### config.mk
export PLATFORM = sky130hd
export DESIGN_NAME = piso_serializer
export DESIGN_NICKNAME = d
export VERILOG_FILES = /design/src/rtl/piso_pkg.sv /design/src/rtl/piso_down_counter.sv /design/src/rtl/piso_serializer.sv
export SDC_FILE = /design/constraint.sdc
export NUM_CORES = 1
export LEC_CHECK = 0
export ABC_AREA = 1
export BUFFER_PORTS_ARGS = -buffer_cell sky130_fd_sc_hd__buf_2
export CORE_ASPECT_RATIO = 1.75
export CORE_MARGIN = 2
export CORE_UTILIZATION = 52
export DETAILED_ROUTE_END_ITERATION = 10
export PLACE_DENSITY = 0.78
export SLEW_MARGIN = 10
export SYNTH_ARGS = -nofsm -noshare
export SYNTH_HDL_FRONTEND = slang
export SYNTH_SLANG_ARGS = --single-unit
export TNS_END_PERCENT = 100
### constraint.sdc
create_clock -name clk -period 1.37 [get_ports clk]
set_input_delay 0.274 -clock clk [delete_from_list [all_inputs] [get_ports clk]]
set_output_delay 0.274 -clock clk [all_outputs]
set_load 0.005 [all_outputs]
### src/rtl/piso_pkg.sv
// Shared definitions for the parallel-in/serial-out serializer.
//   state_t     : FSM state encoding (IDLE, SHIFT, GAP)
//   GAP_CNT_W   : width of the inter-word gap counter (gap up to 255 cycles)
//   bit_cnt_w() : bit-counter width for a given word width, $clog2(WIDTH)
package piso_pkg;

  typedef enum logic [1:0] {
    IDLE  = 2'd0,
    SHIFT = 2'd1,
    GAP   = 2'd2
  } state_t;

  localparam int GAP_CNT_W = 8;

  // Never narrower than one bit, so a 2-bit word still gets a counter.
  function automatic int bit_cnt_w(input int width);
    return (width > 2) ? $clog2(width) : 1;
  endfunction

endpackage

### src/rtl/piso_down_counter.sv
// Loadable down-counter with a zero flag.
//   clk, rst  : clock, synchronous active-high reset (clears to 0)
//   load      : load load_val (has priority over dec)
//   load_val  : value to load
//   dec       : decrement by one; holds at zero
//   zero      : count == 0
module piso_down_counter
  import piso_pkg::*;
#(
  parameter int W = 8
) (
  input  logic         clk,
  input  logic         rst,
  input  logic         load,
  input  logic [W-1:0] load_val,
  input  logic         dec,
  output logic         zero
);

  logic [W-1:0] count;

  always_ff @(posedge clk) begin
    if (rst) begin
      count <= '0;
    end else if (load) begin
      count <= load_val;
    end else if (dec && (count != '0)) begin
      count <= count - W'(1);
    end
  end

  assign zero = (count == '0);

endmodule

### src/rtl/piso_serializer.sv
// Parallel-in/serial-out serializer feeding the SISO shift register si input.
//   clk, rst    : clock, synchronous active-high reset
//   in_data     : WIDTH-bit word, taken when in_valid & in_ready
//   in_valid    : in_data valid
//   in_ready    : combinational; IDLE, or last bit of a word when GAP_CYCLES==0
//   so          : registered serial data, IDLE_LEVEL when not sending
//   so_valid    : registered, so carries a data bit
//   sof         : registered, so carries the first bit of a word
//   busy        : state != IDLE
//   words_sent  : registered completed-word count, wraps at 2^16
//
// state | meaning
// IDLE  | waiting for a word, in_ready=1
// SHIFT | so shows one bit per cycle; bit counter holds bits still to come
// GAP   | idle gap of GAP_CYCLES cycles, in_ready=0
module piso_serializer
  import piso_pkg::*;
#(
  parameter int WIDTH      = 4,
  parameter bit MSB_FIRST  = 1'b1,
  parameter int GAP_CYCLES = 0,
  parameter bit IDLE_LEVEL = 1'b0
) (
  input  logic             clk,
  input  logic             rst,
  input  logic [WIDTH-1:0] in_data,
  input  logic             in_valid,
  output logic             in_ready,
  output logic             so,
  output logic             so_valid,
  output logic             sof,
  output logic             busy,
  output logic [15:0]      words_sent
);

  localparam int BCW = bit_cnt_w(WIDTH);
  localparam bit NO_GAP = (GAP_CYCLES == 0);
  localparam logic [BCW-1:0] BIT_LOAD = BCW'(WIDTH - 1);
  localparam logic [GAP_CNT_W-1:0] GAP_LOAD = GAP_CNT_W'(NO_GAP ? 0 : GAP_CYCLES - 1);

  state_t           state, state_nx;
  logic [WIDTH-1:0] sreg;
  logic             bit_load, bit_dec, bit_zero;
  logic             gap_load, gap_dec, gap_zero;
  logic             accept, last_bit;
  logic             first_bit;
  logic [WIDTH-1:0] sreg_load, sreg_shift;

  piso_down_counter #(.W(BCW)) u_bit_cnt (
    .clk      (clk),
    .rst      (rst),
    .load     (bit_load),
    .load_val (BIT_LOAD),
    .dec      (bit_dec),
    .zero     (bit_zero)
  );

  piso_down_counter #(.W(GAP_CNT_W)) u_gap_cnt (
    .clk      (clk),
    .rst      (rst),
    .load     (gap_load),
    .load_val (GAP_LOAD),
    .dec      (gap_dec),
    .zero     (gap_zero)
  );

  assign last_bit = (state == SHIFT) && bit_zero;
  assign accept   = in_valid && in_ready;
  assign busy     = (state != IDLE);

  always_comb begin
    in_ready = 1'b0;
    if (!rst) begin
      in_ready = (state == IDLE) || (NO_GAP && last_bit);
    end
  end

  // The first bit goes straight to so on accept; sreg keeps the rest,
  // pre-shifted so the next bit always sits at the output end.
  assign first_bit  = MSB_FIRST ? in_data[WIDTH-1] : in_data[0];
  assign sreg_load  = MSB_FIRST ? {in_data[WIDTH-2:0], 1'b0} : {1'b0, in_data[WIDTH-1:1]};
  assign sreg_shift = MSB_FIRST ? {sreg[WIDTH-2:0], 1'b0} : {1'b0, sreg[WIDTH-1:1]};

  always_comb begin
    state_nx = state;
    bit_load = 1'b0;
    bit_dec  = 1'b0;
    gap_load = 1'b0;
    gap_dec  = 1'b0;
    case (state)
      IDLE: begin
        if (accept) begin
          bit_load = 1'b1;
          state_nx = SHIFT;
        end
      end
      SHIFT: begin
        if (!bit_zero) begin
          bit_dec = 1'b1;
        end else if (accept) begin
          bit_load = 1'b1;
        end else if (!NO_GAP) begin
          gap_load = 1'b1;
          state_nx = GAP;
        end else begin
          state_nx = IDLE;
        end
      end
      GAP: begin
        if (gap_zero) begin
          state_nx = IDLE;
        end else begin
          gap_dec = 1'b1;
        end
      end
      default: state_nx = IDLE;
    endcase
  end

  always_ff @(posedge clk) begin
    if (rst) begin
      state      <= IDLE;
      sreg       <= '0;
      so         <= IDLE_LEVEL;
      so_valid   <= 1'b0;
      sof        <= 1'b0;
      words_sent <= '0;
    end else begin
      state <= state_nx;
      if (accept) begin
        so       <= first_bit;
        so_valid <= 1'b1;
        sof      <= 1'b1;
        sreg     <= sreg_load;
      end else if ((state == SHIFT) && !bit_zero) begin
        so       <= MSB_FIRST ? sreg[WIDTH-1] : sreg[0];
        so_valid <= 1'b1;
        sof      <= 1'b0;
        sreg     <= sreg_shift;
      end else begin
        so       <= IDLE_LEVEL;
        so_valid <= 1'b0;
        sof      <= 1'b0;
      end
      if (last_bit) begin
        words_sent <= words_sent + 16'd1;
      end
    end
  end

endmodule

==> results.md <==
Synthesis:
- The number of warning messages in the yosys log is 0.
- The summed instance area of the synthesized netlist is ~1200 sq um.
- Of the synthesized area, sequential elements account for 0.4171.
- The count of flip-flops with a built-in enable after synthesis is 0.
- The count of different cell masters after synthesis is 22.
- In the synthesized netlist the dominant register cell turns out to be sky130_fd_sc_hd__dfxtp_1.
- The average instance in the mapped netlist occupies 7.017 sq um.
- The number of nets produced by synthesis is 180.
- The synthesized instance count is 171.
- The post-synthesis async set-or-reset flop share is 0.
- Counting flops and latches in the post-synthesis netlist gives 25.

Clock network:
- The TritonCTS buffer count is 3.
- TritonCTS built the clock tree.
- The root buffer cell is sky130_fd_sc_hd__clkbuf_8.
- The clock insertion delay at the later pin of the skew report is 270 ps.
- The number of H-tree levels is 1.
- The number of hold-repair buffers added at the cts stage is 0.
- The CTS clock-pin slew for the worst setup and hold paths is 90 ps.
- The maximum clock path buffer count is 2.
- The total clock sinks is 25.

Worst hold path:
- The worst hold path belongs to the class in -> reg.
- The worst hold path was traced through 3 stages.

Route:
- The iteration count of the initial detailed-routing pass is 4.
- After the first detailed-routing iteration, the DRC count stood at 14.
- Summed over all layers, the routed wires come to 2.781 mm.
- The routed layout has approximately 1200 vias.
- For this run, design rule violations remaining after detail routing come to 0.
- Once detail routing completed, the nets flagged for antenna violations numbered 0.
- The mean routed wirelength per cell is between 10 and 15 microns.
- After detailed routing, the number of vias per cell comes to 5.094.

Setup path:
- The number of logic stages on the critical path including buffering is 7.
- Together, buffers and inverters on the worst path number 4.
- The most numerous cell type found on the critical path is sky130_fd_sc_hd__inv_2.
- The setup slack of the worst register-to-register path is 0 ps.
- The critical path goes through inv_2 -> ha_4 -> inv_2 -> nand2_2 -> inv_2 -> nor2_2 -> buf_2.
- The delay contributed by the slowest stage of the critical path is 330 ps.
- Data on the critical path is required at its endpoint by between 1000 and 1500 ps.
- Data on the critical path arrives at its endpoint at approximately 1100 ps.
- The critical path is of the reg -> out type.
- The critical path capture point type is an output port.
- The largest fanout of any net on the critical path is 2.
- The category of cells accounting for the largest share of critical-path delay is flip-flops.
- The number of cells traversed by the worst register-to-register path is 9.
- The slowest stage of the critical path belongs to the cell sky130_fd_sc_hd__dfxtp_2.
- The type of origin of the critical path is a register.

GRT:
- After global routing the overflow that remains totals 0.
- The number of global-route vias before repair is 1101.
- The initial antenna violation count came to 0.
- The first-pass GRT wire length is ~4.5 mm.
- The total routing resource utilization after global routing is 0.2353.
- Entering global routing, the biggest net connects 14 pins.

Layout:
- The library cell used most frequently in the layout, excluding fill and tap cells, is sky130_fd_sc_hd__nand2_1.
- The post-route cell area is ~1500 sq um.
- Of the cells placed in the final design, the portion with a size suffix greater than 1 is 0.3048.
- The net total in the final layout is between 200 and 250.
- The antenna diode instance count is 0.
- In the layout the commonest cells are sky130_fd_sc_hd__nand2_1 (38), sky130_fd_sc_hd__nor2_1 (36), sky130_fd_sc_hd__buf_2 (27).
- Relative to the synthesized area, the layout overhead comes to 25.55%.

Timing:
- The top achievable clock speed is ~710 MHz.
- Setup repair after global routing could not meet its margin everywhere.
- In this run the tightest slew margin relative to its limit is 0.8181.
- Between clock sinks in the finished design, the worst skew comes to just over 5 ps.
- The total of endpoints with negative setup slack in the final report is 2.
- For the pin with the worst max-slew slack, the measured transition is between 200 and 300 ps.
- The shortest clock period the worst path allows after layout is ~1400 ps.
- The number of pins exceeding their max-slew limit in the final report came to 0.
- Of the available clock period, the critical path in the final layout requires 1.027.
- The number of hold violations in the final report is 0.
- The worst path setup slack after routing is -37.57 ps.

Place:
- The placed wire-length estimate is between 2 and 2.5 mm.
- Routability-driven placement finished with a final weighted congestion of between 0.7 and 0.8.
- The pre-CTS setup slack is -41.64 ps.
- The quantity of I/O buffers inserted on ports is 27.
- The cell area after placement is ~1400 sq um.

Job:
- The max-cap violation count is 0.

Floorplan:
- Pin placement for this block handled 28 I/O pins.
- The total die area is ~2700 sq um.
- The region available for standard cell placement spans ~2200 sq um.
- The site row count is 23.
- The chip width is 40.31 microns.
- The initial standard-cell utilization of the core is 0.5346.
- The height of the die is about 68 microns.

Outcome:
- The flow ran to the end, but the final reports show violations.
- The checks that failed: setup timing.

Power and ir drop:
- For this design the ratio of total power to cell area is between 800 and 900 nW/um^2.
- Summing internal, switching and leakage power gives about 1.3 mW.
- VDD sags by at most about 0.00078 V.
- The leakage dissipation is ~0.71 nW.
cells in the mapped netlist (2+ instances only):
cell type,n,share of area
sky130_fd_sc_hd__xor2_1,3,0.022
sky130_fd_sc_hd__dfxtp_1,25,0.42
sky130_fd_sc_hd__nand4_1,6,0.031
sky130_fd_sc_hd__o21ai_0,3,0.013
sky130_fd_sc_hd__nor2_2,2,0.010
sky130_fd_sc_hd__a21oi_1,9,0.038
sky130_fd_sc_hd__inv_1,23,0.072
sky130_fd_sc_hd__nor2_1,37,0.12
sky130_fd_sc_hd__nand2_1,39,0.12
sky130_fd_sc_hd__nor3_1,3,0.013
sky130_fd_sc_hd__ha_1,2,0.021
sky130_fd_sc_hd__nor2_4,2,0.019
sky130_fd_sc_hd__nand2_2,3,0.016
sky130_fd_sc_hd__nand3_2,3,0.025
sky130_fd_sc_hd__nand3_1,4,0.017
final cells by class:
class	count	area (sq um)
Multi-Input combinational cell	121	630.6
Fill cell	194	738.2
Sequential cell	25	503.0
Clock buffer	4	45.04
Tap cell	25	31.28
Inverter	23	86.33
Timing Repair Buffer	37	210.2
logic make-up (layout without fill, tap and decap cells):
kind of cell | count (synthesis) | count (layout) | share of synthesized area
flops | 25 | 25 | 0.4171
simple gates | 100 | 100 | 0.3764
buf+inv | 25 | 64 | 0.08654
fa+ha+maj | 2 | 2 | 0.02085
xor+xnor | 3 | 3 | 0.02190
compound gates | 16 | 16 | 0.07716
worst min-delay path, cell delays in order:
cell and delay, ps:
sky130_fd_sc_hd__buf_2 90, sky130_fd_sc_hd__nand2_1 50, sky130_fd_sc_hd__a21oi_1 50
sequential cells by signal, summed over array words and instances (netlist names):
name / cells
words_sent: 16
sreg: 3
u_bit_cnt.count: 2
so: 1
so_valid: 1
sof: 1
state: 1
report_power, final:
part	internal (mW)	total (mW)	switching, mW
Clock	0.208	0.441	0.232
Combinational	0.0653	0.146	0.0804
Sequential	0.747	0.760	0.0124
Total	1.02	1.35	0.325
final timing paths:
path | start | endpoint
worst max-delay path | u_bit_cnt.count[0] | in_ready
worst max register to register | u_bit_cnt.count[1] | words_sent[5]
worst min register to register | sreg[1] | sreg[1]
worst min-delay path | in_data[0] | sreg[1]
metal layers:
metal	vias up	global-route usage	share of wire
met5	-	0	0
met4	0	0.08750	0.024
met3	7	0.03947	0.033
met2	29	0.4536	0.57
met1	548	0.2273	0.37
li1	613	-	-
per-stage QoR:
| step | setup TNS, ps | util | hold slack, ps | cells |
|---|---|---|---|---|
| detailed placement | -47.70 | 0.6210 | 456.2 | 227 |
| floorplan | 0 | - | 343.1 | 171 |
| finish | -38.57 | 0.6711 | 236.6 | 235 |
| global placement | -6.746 | 0.6210 | 451.9 | 227 |
| CTS | -27.96 | 0.6577 | 242.3 | 234 |
| global route | -551.3 | 0.6711 | 261.9 | 235 |
repair_timing:
| action | 4_1_cts | 5_1_grt |
|---|---|---|
| resized for setup | 8 | 7 |
| setup buffers | 3 | 1 |
| pin swaps | 1 | 6 |
| setup endpoints to repair | 5 | 13 |
Note: power is estimated with default switching activity, not from simulation.
